<file path="config.mk">
export PLATFORM = sky130hd
export DESIGN_NAME = mem_compare_scanner
export DESIGN_NICKNAME = d
export VERILOG_FILES = /design/src/rtl/mem_compare_scanner.sv
export SDC_FILE = /design/constraint.sdc
export NUM_CORES = 1
export LEC_CHECK = 0
export CAP_MARGIN = 20
export CELL_PAD_IN_SITES_DETAIL_PLACEMENT = 0
export CELL_PAD_IN_SITES_GLOBAL_PLACEMENT = 1
export CORE_MARGIN = 2
export CORE_UTILIZATION = 31
export CTS_BUF_LIST = sky130_fd_sc_hd__clkbuf_4 sky130_fd_sc_hd__clkbuf_8
export CTS_CLUSTER_DIAMETER = 50
export DETAILED_ROUTE_END_ITERATION = 12
export GPL_TIMING_DRIVEN = 0
export MAX_ROUTING_LAYER = met4
export PLACE_DENSITY_LB_ADDON = 0.2
export SLEW_MARGIN = 10
export SYNTH_ARGS = -nofsm -noshare
export SYNTH_HDL_FRONTEND = slang
export SYNTH_SLANG_ARGS = --single-unit
</file>
<file path="constraint.sdc">
create_clock -name i_clk -period 4.52 [get_ports i_clk]
set_input_delay 0.904 -clock i_clk [delete_from_list [all_inputs] [get_ports i_clk]]
set_output_delay 0.904 -clock i_clk [all_outputs]
set_load 0.02 [all_outputs]
</file>
<file path="src/rtl/mem_compare_scanner.sv">
// mem_compare_scanner
//   Checker that sits downstream of a behavioural/structural memory pair
//   sharing one address bus. On i_start it takes over the address bus,
//   reads every word once, and compares the two read ports. It reports
//   the number of differing words, the lowest differing address and the
//   OR of all bit differences. While not busy, the host's address and
//   write enable pass straight through to the memories.
//
// Ports
//   i_clk                  system clock, rising edge
//   i_reset                synchronous active-high reset
//   i_start                scan request, honoured only in IDLE or DONE
//   i_host_address         host address, forwarded when not busy
//   i_host_write_enable    host write enable, forwarded when not busy
//   o_address              address to both memories
//   o_write_enable         write enable to both memories
//   i_bm_data / i_sm_data  read data from the two memories
//   o_busy                 scan in progress (SCAN or DRAIN)
//   o_done                 scan finished, results valid (level)
//   o_mismatch_count       number of differing words (0..DEPTH)
//   o_first_mismatch_valid at least one difference seen this scan
//   o_first_mismatch_addr  lowest differing address
//   o_diff_mask            OR over all words of bm ^ sm
//
// state | meaning
// IDLE  | host owns the bus, no results yet
// SCAN  | issuing addresses 0..DEPTH-1, one per cycle
// DRAIN | all addresses issued, waiting for in-flight reads
// DONE  | results final and held, host owns the bus
module mem_compare_scanner #(
  parameter int ADDR_WIDTH   = 3,
  parameter int DATA_WIDTH   = 32,
  parameter int READ_LATENCY = 1
) (
  input  logic                  i_clk,
  input  logic                  i_reset,
  input  logic                  i_start,
  input  logic [ADDR_WIDTH-1:0] i_host_address,
  input  logic                  i_host_write_enable,
  output logic [ADDR_WIDTH-1:0] o_address,
  output logic                  o_write_enable,
  input  logic [DATA_WIDTH-1:0] i_bm_data,
  input  logic [DATA_WIDTH-1:0] i_sm_data,
  output logic                  o_busy,
  output logic                  o_done,
  output logic [ADDR_WIDTH:0]   o_mismatch_count,
  output logic                  o_first_mismatch_valid,
  output logic [ADDR_WIDTH-1:0] o_first_mismatch_addr,
  output logic [DATA_WIDTH-1:0] o_diff_mask
);

  localparam int DEPTH = 1 << ADDR_WIDTH;
  localparam logic [ADDR_WIDTH-1:0] LAST_ADDR = ADDR_WIDTH'(DEPTH - 1);

  typedef enum logic [1:0] {S_IDLE, S_SCAN, S_DRAIN, S_DONE} state_t;

  state_t                r_state;
  state_t                w_state_next;
  logic [ADDR_WIDTH-1:0] r_scan_addr;
  logic                  w_issue;
  logic                  w_start_ok;
  logic                  w_cmp_valid;
  logic [ADDR_WIDTH-1:0] w_cmp_addr;
  logic                  w_pipe_pending;
  logic                  w_differs;

  logic [ADDR_WIDTH:0]   r_mismatch_count;
  logic                  r_first_valid;
  logic [ADDR_WIDTH-1:0] r_first_addr;
  logic [DATA_WIDTH-1:0] r_diff_mask;

  assign w_issue    = (r_state == S_SCAN);
  assign w_start_ok = i_start && ((r_state == S_IDLE) || (r_state == S_DONE));
  assign w_differs  = (i_bm_data != i_sm_data);

  // Read tracking: the compare stage sees the valid flag and address of
  // the read whose data is on the bus this cycle.
  generate
    if (READ_LATENCY == 0) begin : g_comb_read
      assign w_cmp_valid    = w_issue;
      assign w_cmp_addr     = r_scan_addr;
      assign w_pipe_pending = 1'b0;
    end else begin : g_pipe
      logic [READ_LATENCY-1:0] r_pv;
      logic [ADDR_WIDTH-1:0]   r_pa [READ_LATENCY];

      always_ff @(posedge i_clk) begin
        if (i_reset) begin
          r_pv <= '0;
          for (int j = 0; j < READ_LATENCY; j++) r_pa[j] <= '0;
        end else begin
          r_pv[0] <= w_issue;
          r_pa[0] <= r_scan_addr;
          for (int j = 1; j < READ_LATENCY; j++) begin
            r_pv[j] <= r_pv[j-1];
            r_pa[j] <= r_pa[j-1];
          end
        end
      end

      assign w_cmp_valid = r_pv[READ_LATENCY-1];
      assign w_cmp_addr  = r_pa[READ_LATENCY-1];

      // DRAIN can leave once only the read being compared right now is
      // left; any valid in an earlier stage still has to arrive.
      if (READ_LATENCY == 1) begin : g_pend1
        assign w_pipe_pending = 1'b0;
      end else begin : g_pendn
        assign w_pipe_pending = |r_pv[READ_LATENCY-2:0];
      end
    end
  endgenerate

  always_ff @(posedge i_clk) begin
    if (i_reset) r_state <= S_IDLE;
    else         r_state <= w_state_next;
  end

  always_comb begin
    w_state_next   = r_state;
    o_busy         = 1'b0;
    o_done         = 1'b0;
    o_address      = i_host_address;
    o_write_enable = i_host_write_enable;
    unique case (r_state)
      S_IDLE: begin
        if (i_start) w_state_next = S_SCAN;
      end
      S_SCAN: begin
        o_busy         = 1'b1;
        o_address      = r_scan_addr;
        o_write_enable = 1'b0;
        if (r_scan_addr == LAST_ADDR)
          w_state_next = (READ_LATENCY == 0) ? S_DONE : S_DRAIN;
      end
      S_DRAIN: begin
        o_busy         = 1'b1;
        o_address      = r_scan_addr;
        o_write_enable = 1'b0;
        if (!w_pipe_pending) w_state_next = S_DONE;
      end
      S_DONE: begin
        o_done = 1'b1;
        if (i_start) w_state_next = S_SCAN;
      end
      default: w_state_next = S_IDLE;
    endcase
  end

  // Scan address parks on the last word rather than wrapping.
  always_ff @(posedge i_clk) begin
    if (i_reset || w_start_ok)
      r_scan_addr <= '0;
    else if (w_issue && (r_scan_addr != LAST_ADDR))
      r_scan_addr <= r_scan_addr + 1'b1;
  end

  // The pipeline is empty in IDLE/DONE, so clearing on start never
  // collides with a compare.
  always_ff @(posedge i_clk) begin
    if (i_reset || w_start_ok) begin
      r_mismatch_count <= '0;
      r_first_valid    <= 1'b0;
      r_first_addr     <= '0;
      r_diff_mask      <= '0;
    end else if (w_cmp_valid && w_differs) begin
      r_mismatch_count <= r_mismatch_count + 1'b1;
      r_diff_mask      <= r_diff_mask | (i_bm_data ^ i_sm_data);
      if (!r_first_valid) begin
        r_first_valid <= 1'b1;
        r_first_addr  <= w_cmp_addr;
      end
    end
  end

  assign o_mismatch_count       = r_mismatch_count;
  assign o_first_mismatch_valid = r_first_valid;
  assign o_first_mismatch_addr  = r_first_addr;
  assign o_diff_mask            = r_diff_mask;

endmodule

</file>
Word-level counts from Yosys, hierarchy flattened
Memories as Yosys holds them, arrays and structs flattened. A register that Yosys moved wholly into a read port is not among the register bits.
Cells that the tools add are included.

word-level totals
  flip-flop bits (word level) = 43
  memory bits (writable) = 3
  bits of input ports = 71
  output and inout port bits = 46
  logic and storage cells = 43
  memories = 1

operators by class
  add/sub/neg operators = 2
  eq/ne operators = 8
  muxes and demuxes = 12
  bitwise operators = 3
  reduce and logical (&&, ||, !) cells = 11

memories
  memory       words  bits a word  rd ports  clocked after memory_dff  wr ports  RTL line  text
  g_pipe.r_pa  1      3            1         1                         1         85        logic [ADDR_WIDTH-1:0] r_pa [READ_LATENCY];

operators with widths
  kind                 number
  $ne 32x32->1         1
  $or 32x32->32        1
  $xor 32x32->32       1
  $mux 1               7
  $mux 3               2
  $pmux 2 s3           1
  $add 4x1->4 const B  1
  $eq 2x2->1 const B   2
  $mux 2               2
  $ne 2x1->1 const B   2
  $reduce_and 2->1     2
  $reduce_or 2->1      2
  $add 3x1->3 const B  1
  $eq 3x3->1 const B   1
  $logic_and 1x1->1    3
  $ne 3x3->1 const B   1
  $reduce_or 3->1      1
  $eq 2x1->1 const B   1
  $logic_not 2->1      1
  $logic_or 1x1->1     2
  $not 1->1            1

Depth between registers and ports, before layout
  depth after elaboration = 4
  depth in mapped cells = 7
  gate-level depth less buffers = 5

Worst setup path before layout
Ideal clock, no wire load.

  kind = input-to-reg
  from = input port i_sm_data[8]
  to = register r_first_valid (netlist: o_first_mismatch_valid)
  setup time = 132 ps
  data arrival time = 2069 ps
  data required time = 4388 ps
  setup slack = 2319 ps
  stages on the path = 7
  path buffers = 2
  cell sequence = xnor2_1 > nand4_1 > nor4_2 > a21bo_1 > buf_4 > buf_6 > a21oi_1

on the way
  cells in the longest elaborated chain, start to end = 2

RTL lines
  what                  RTL line  text
  from (decl)           43        input logic [DATA_WIDTH-1:0] i_sm_data,
  $ne 32x32->1          74        assign w_differs = (i_bm_data != i_sm_data);
  $logic_and 1x1->1     166       end else if (w_cmp_valid && w_differs) begin
  to (signal assigned)  163       r_first_valid <= 1'b0;
  to (signal assigned)  170       r_first_valid <= 1'b1;
  to (decl)             68        logic r_first_valid;

Every way passes these cells.
A chain may end at the register's enable or synchronous reset.

Worst setup path in the final report
  from = register r_state[1]
  to = output port o_address[0]

on the way
  cells in the longest elaborated chain, start to end = 3
  elaborated cells on any way between the ends = 4
  classes of those cells = 2 x eq/ne; 1 x mux; 1 x reduce/logical

RTL lines
  what                                             RTL line  text
  from (decl)                                      57        state_t r_state;
  from (signal assigned)                           116       else r_state <= w_state_next;
  $eq 2x1->1 / $eq 2x2->1 (equally long branches)  125       unique case (r_state)
  $reduce_or 2->1 (no source line) (*)             n/a
  $mux 3 (*)                                       125
  to (decl)                                        40        output logic [ADDR_WIDTH-1:0] o_address,

Every way passes the cells marked *; elsewhere a longest branch is shown, timed or not.

==> impl_metrics.env <==
export IMPL_stdcell_count=466
export IMPL_cp_required_ns=3.62
export IMPL_worst_pin_slew_ns=0.742
export IMPL_synthCells=244
export IMPL_antenna_cells=0
export IMPL_yosys_area_share_adder_pct=3.32
export IMPL_antenna_found_initial=0
export IMPL_row_count=31
export IMPL_yosys_area_share_simple_pct=17.5
export IMPL_hold_ws_ns=0.453
export IMPL_p_int_uw=951
export IMPL_fillers=685
export IMPL_cp_max_fo=8
export IMPL_pwr_share_comb_pct=42.1
export IMPL_clk_pin_slew_worst_paths_ns=0.09
export IMPL_finalNetCount=443
export IMPL_hold_path_class="register to register"
export IMPL_io_buffers=115
export IMPL_synth_xor_area_share_pct=12.8
export IMPL_multi_input_area_um2=1190
export IMPL_skew_ns=0.0117
export IMPL_synthesis_area_um2=2260
export IMPL_htreeDepth=2
export IMPL_post_cts_setup_buffer_count=0
export IMPL_postRouteAntennaNets=0
export IMPL_synth_seq_cells=49
export IMPL_clockPowerShare_pct=22.5
export IMPL_coreArea_um2=7180
export IMPL_setup_tns_ns=0
export IMPL_fmax_mhz=323
export IMPL_p_seq_share_pct=35.4
export IMPL_syn2layout_area_growth_pct=61.7
export IMPL_die_area_um2=7990
export IMPL_dr_pass1_iters=4
export IMPL_die_h_um=89.4
export IMPL_end_kind="output port"
export IMPL_ir_worst_vdd_mv=0.304
export IMPL_placed_cells=458
export IMPL_crit_path_start="r_state[1]$_SDFFE_PP0P_"
export IMPL_synth_compound_area_share_pct=14.7
export IMPL_cts_sinks=49
export IMPL_cts_root_buf="clkbuf_8"
export IMPL_groute_usage_overall_pct=17.2
export IMPL_r2r_cells=7
export IMPL_synth_area_leaders="dfxtp_1 43%, xnor2_1 13%, o31ai_1 11%"
export IMPL_dr_first_iter_drc_count=97
export IMPL_min_to="o_diff_mask[25]$_SDFFE_PP0P_"
export IMPL_cts_resized=0
export IMPL_grt_pass1_wl_mm=10.1
export IMPL_yosys_area_top_type="dfxtp_1"
export IMPL_drv_slew=0
export IMPL_drc=0
export IMPL_yosysSeqAreaShare_pct=43.4
export IMPL_grt_max_degree=15
export IMPL_grt_pass1_vias=2110
export IMPL_start_util_pct=31.5
export IMPL_gp_congestion=0.781
export IMPL_yosys_warnings=0
export IMPL_syn_nets=321
export IMPL_min_delay_start="o_diff_mask[25]$_SDFFE_PP0P_"
export IMPL_die_x_um=89.4
export IMPL_cp_arrival_ns=2.19
export IMPL_final_layout_size_suffix_gt1_share_pct=4.63
export IMPL_vias_per_cell=4.69
export IMPL_yosysUniqueCellTypes=24
export IMPL_rrSetupSlack_ns=2.25
export IMPL_synth_top_family_by_area="simple AND/OR/NAND/NOR gates"
export IMPL_cts_inserted_buffers=5
export IMPL_hpwl_mm=5.28
export IMPL_status="complete, no violations"
export IMPL_critical_path_class="register to output port"
export IMPL_wl_mm=6.56
export IMPL_crit_reg2reg_launch="r_state[1]$_SDFFE_PP0P_"
export IMPL_regToRegEndpoint="o_diff_mask[14]$_SDFFE_PP0P_"
export IMPL_relSlewSlack_pct=50.5
export IMPL_seq_area_um2=981
export IMPL_power_density_nw_per_um2=400
export IMPL_wl_per_cell_um=14.1
export IMPL_hold_viol_final=0
export IMPL_yosysTopAreaCellShare_pct=43.4
export IMPL_clk_latency_ns=0.30
export IMPL_cp_start_kind="register"
export IMPL_total_leakage_power_uw=0.00126
export IMPL_cts_tree="yes"
export IMPL_clock_path_buffers=2
export IMPL_via_count=2185
export IMPL_pin_count=117
export IMPL_p_sw_share_pct=35.0
export IMPL_yosys_mux_area_fraction_pct=4.15
export IMPL_fin_crit_sh_pct=68.5
export IMPL_finalSetupViolCount=0
export IMPL_holdBufCountCts=0
export IMPL_rsz0062_at_grt="false"
export IMPL_whs_path_depth=2
export IMPL_power_switching_uw=513
export IMPL_grt_overflow=0
export IMPL_syn_avg_cell_area_um2=9.27
export IMPL_drv_cap=0
export IMPL_period_minus_slack_ns=3.09
==> critical path, cell delays in order (launching register included) <==
cell	delay, ns
dfxtp_1	0.35
inv_1	0.06
ha_1	0.26
clkbuf_1	0.30
mux2_2	0.38
clkdlybuf4s50_1	0.54
==> how the worst max path moves through the flow <==
stage	cells past startpoint	endpoint
floorplan	7	o_first_mismatch_valid$_SDFFE_PP0P_
global placement	8	o_diff_mask[21]$_SDFFE_PP0P_
detailed placement	8	o_diff_mask[16]$_SDFFE_PP0P_
CTS	5	o_address[0]
global route	5	o_address[0]
finish	5	o_address[0]
==> layout make-up <==
class,instances,share of cell area (%)
repair buffers,115,31.5
well taps,99,3.39
clock buffers,7,2.46
clock inverters,1,0.821
multi-input cells,177,32.4
inverters,4,0.411
flip-flops and latches,49,26.8
plain buffers,14,2.16
==> sequential cells by signal, indices dropped and copies added (netlist names) <==
register,flops
o_mismatch_count,4
o_first_mismatch_addr,3
r_scan_addr,3
o_first_mismatch_valid,1
o_diff_mask,32
g_pipe.r_pa,3
r_state,2
g_pipe.r_pv,1
==> cell usage in the layout (no fill, tap or decap), drive strengths merged <==
master         Yosys  final
a2111o             1      1
a21bo              1      1
a21o               1      1
a21oi              9      9
a311oi             1      1
and2               1      1
buf                4      4
bufinv             0      1
clkbuf            10     17
clkdlybuf4s50      0    115
dfxtp             49     49
ha                 6      6
inv                4      4
mux2               3      3
mux2i              6      6
nand2             51     51
nand2b             3      3
nand4             17     17
nor2               1      1
nor2b              5      5
nor4               4      4
o21ai              2      2
o31ai             32     32
xnor2             33     33
==> power by group through the flow <==
stage,sequential [µW],combinational [µW],clock (µW)
2_1_floorplan,565,309,0
3_3_place_gp,527,617,0
3_5_place_dp,529,621,0
4_1_cts,519,624,335
5_1_grt,525,672,354
6_report,518,617,329
==> synth_stat cells (all sizes together) <==
| cell type | number |
|---|---|
| a2111o | 1 |
| a21bo | 1 |
| a21o | 1 |
| a21oi | 9 |
| a311oi | 1 |
| and2 | 1 |
| buf | 4 |
| clkbuf | 10 |
| dfxtp | 49 |
| ha | 6 |
| inv | 4 |
| mux2 | 3 |
| mux2i | 6 |
| nand2 | 51 |
| nand2b | 3 |
| nand4 | 17 |
| nor2 | 1 |
| nor2b | 5 |
| nor4 | 4 |
| o21ai | 2 |
| o31ai | 32 |
| xnor2 | 33 |
==> through the flow <==
| step | setup slack (ns) | area (µm²) | total power, µW | utilization [%] |
|---|---|---|---|---|
| finish | 1.43 | 3660 | 1460 | 51.0 |
| global route | 1.30 | 3660 | 1550 | 51.0 |
| CTS | 1.41 | 3660 | 1480 | 51.0 |
| detailed placement | 1.53 | 3540 | 1150 | 49.3 |
| global placement | 1.51 | 3540 | 1140 | 49.3 |
| floorplan | 2.32 | 2260 | 874 | - |
==> cell families (layout without fill, tap and decap cells) <==
| kind of cell | after synthesis | in the layout |
|---|---|---|
| flip-flops | 49 | 49 |
| buffers and inverters | 18 | 141 |
| AO/OA/AOI/OAI | 47 | 47 |
| multiplexers | 9 | 9 |
| adder cells (fa/ha/maj) | 6 | 6 |
| AND/OR/NAND/NOR | 82 | 82 |
| XOR/XNOR | 33 | 33 |
==> layer usage <==
metal	track usage (%)	routed length (µm)	part of all wire [%]	vias to the layer above
li1	-	-	-	1101
met1	21.6	3070	47	1000
met2	28.2	2970	45	77
met3	2.86	418	6.4	7
met4	5.16	91	1.4	0
met5	-	0	0	-
Note: power is estimated with default switching activity, not from simulation.
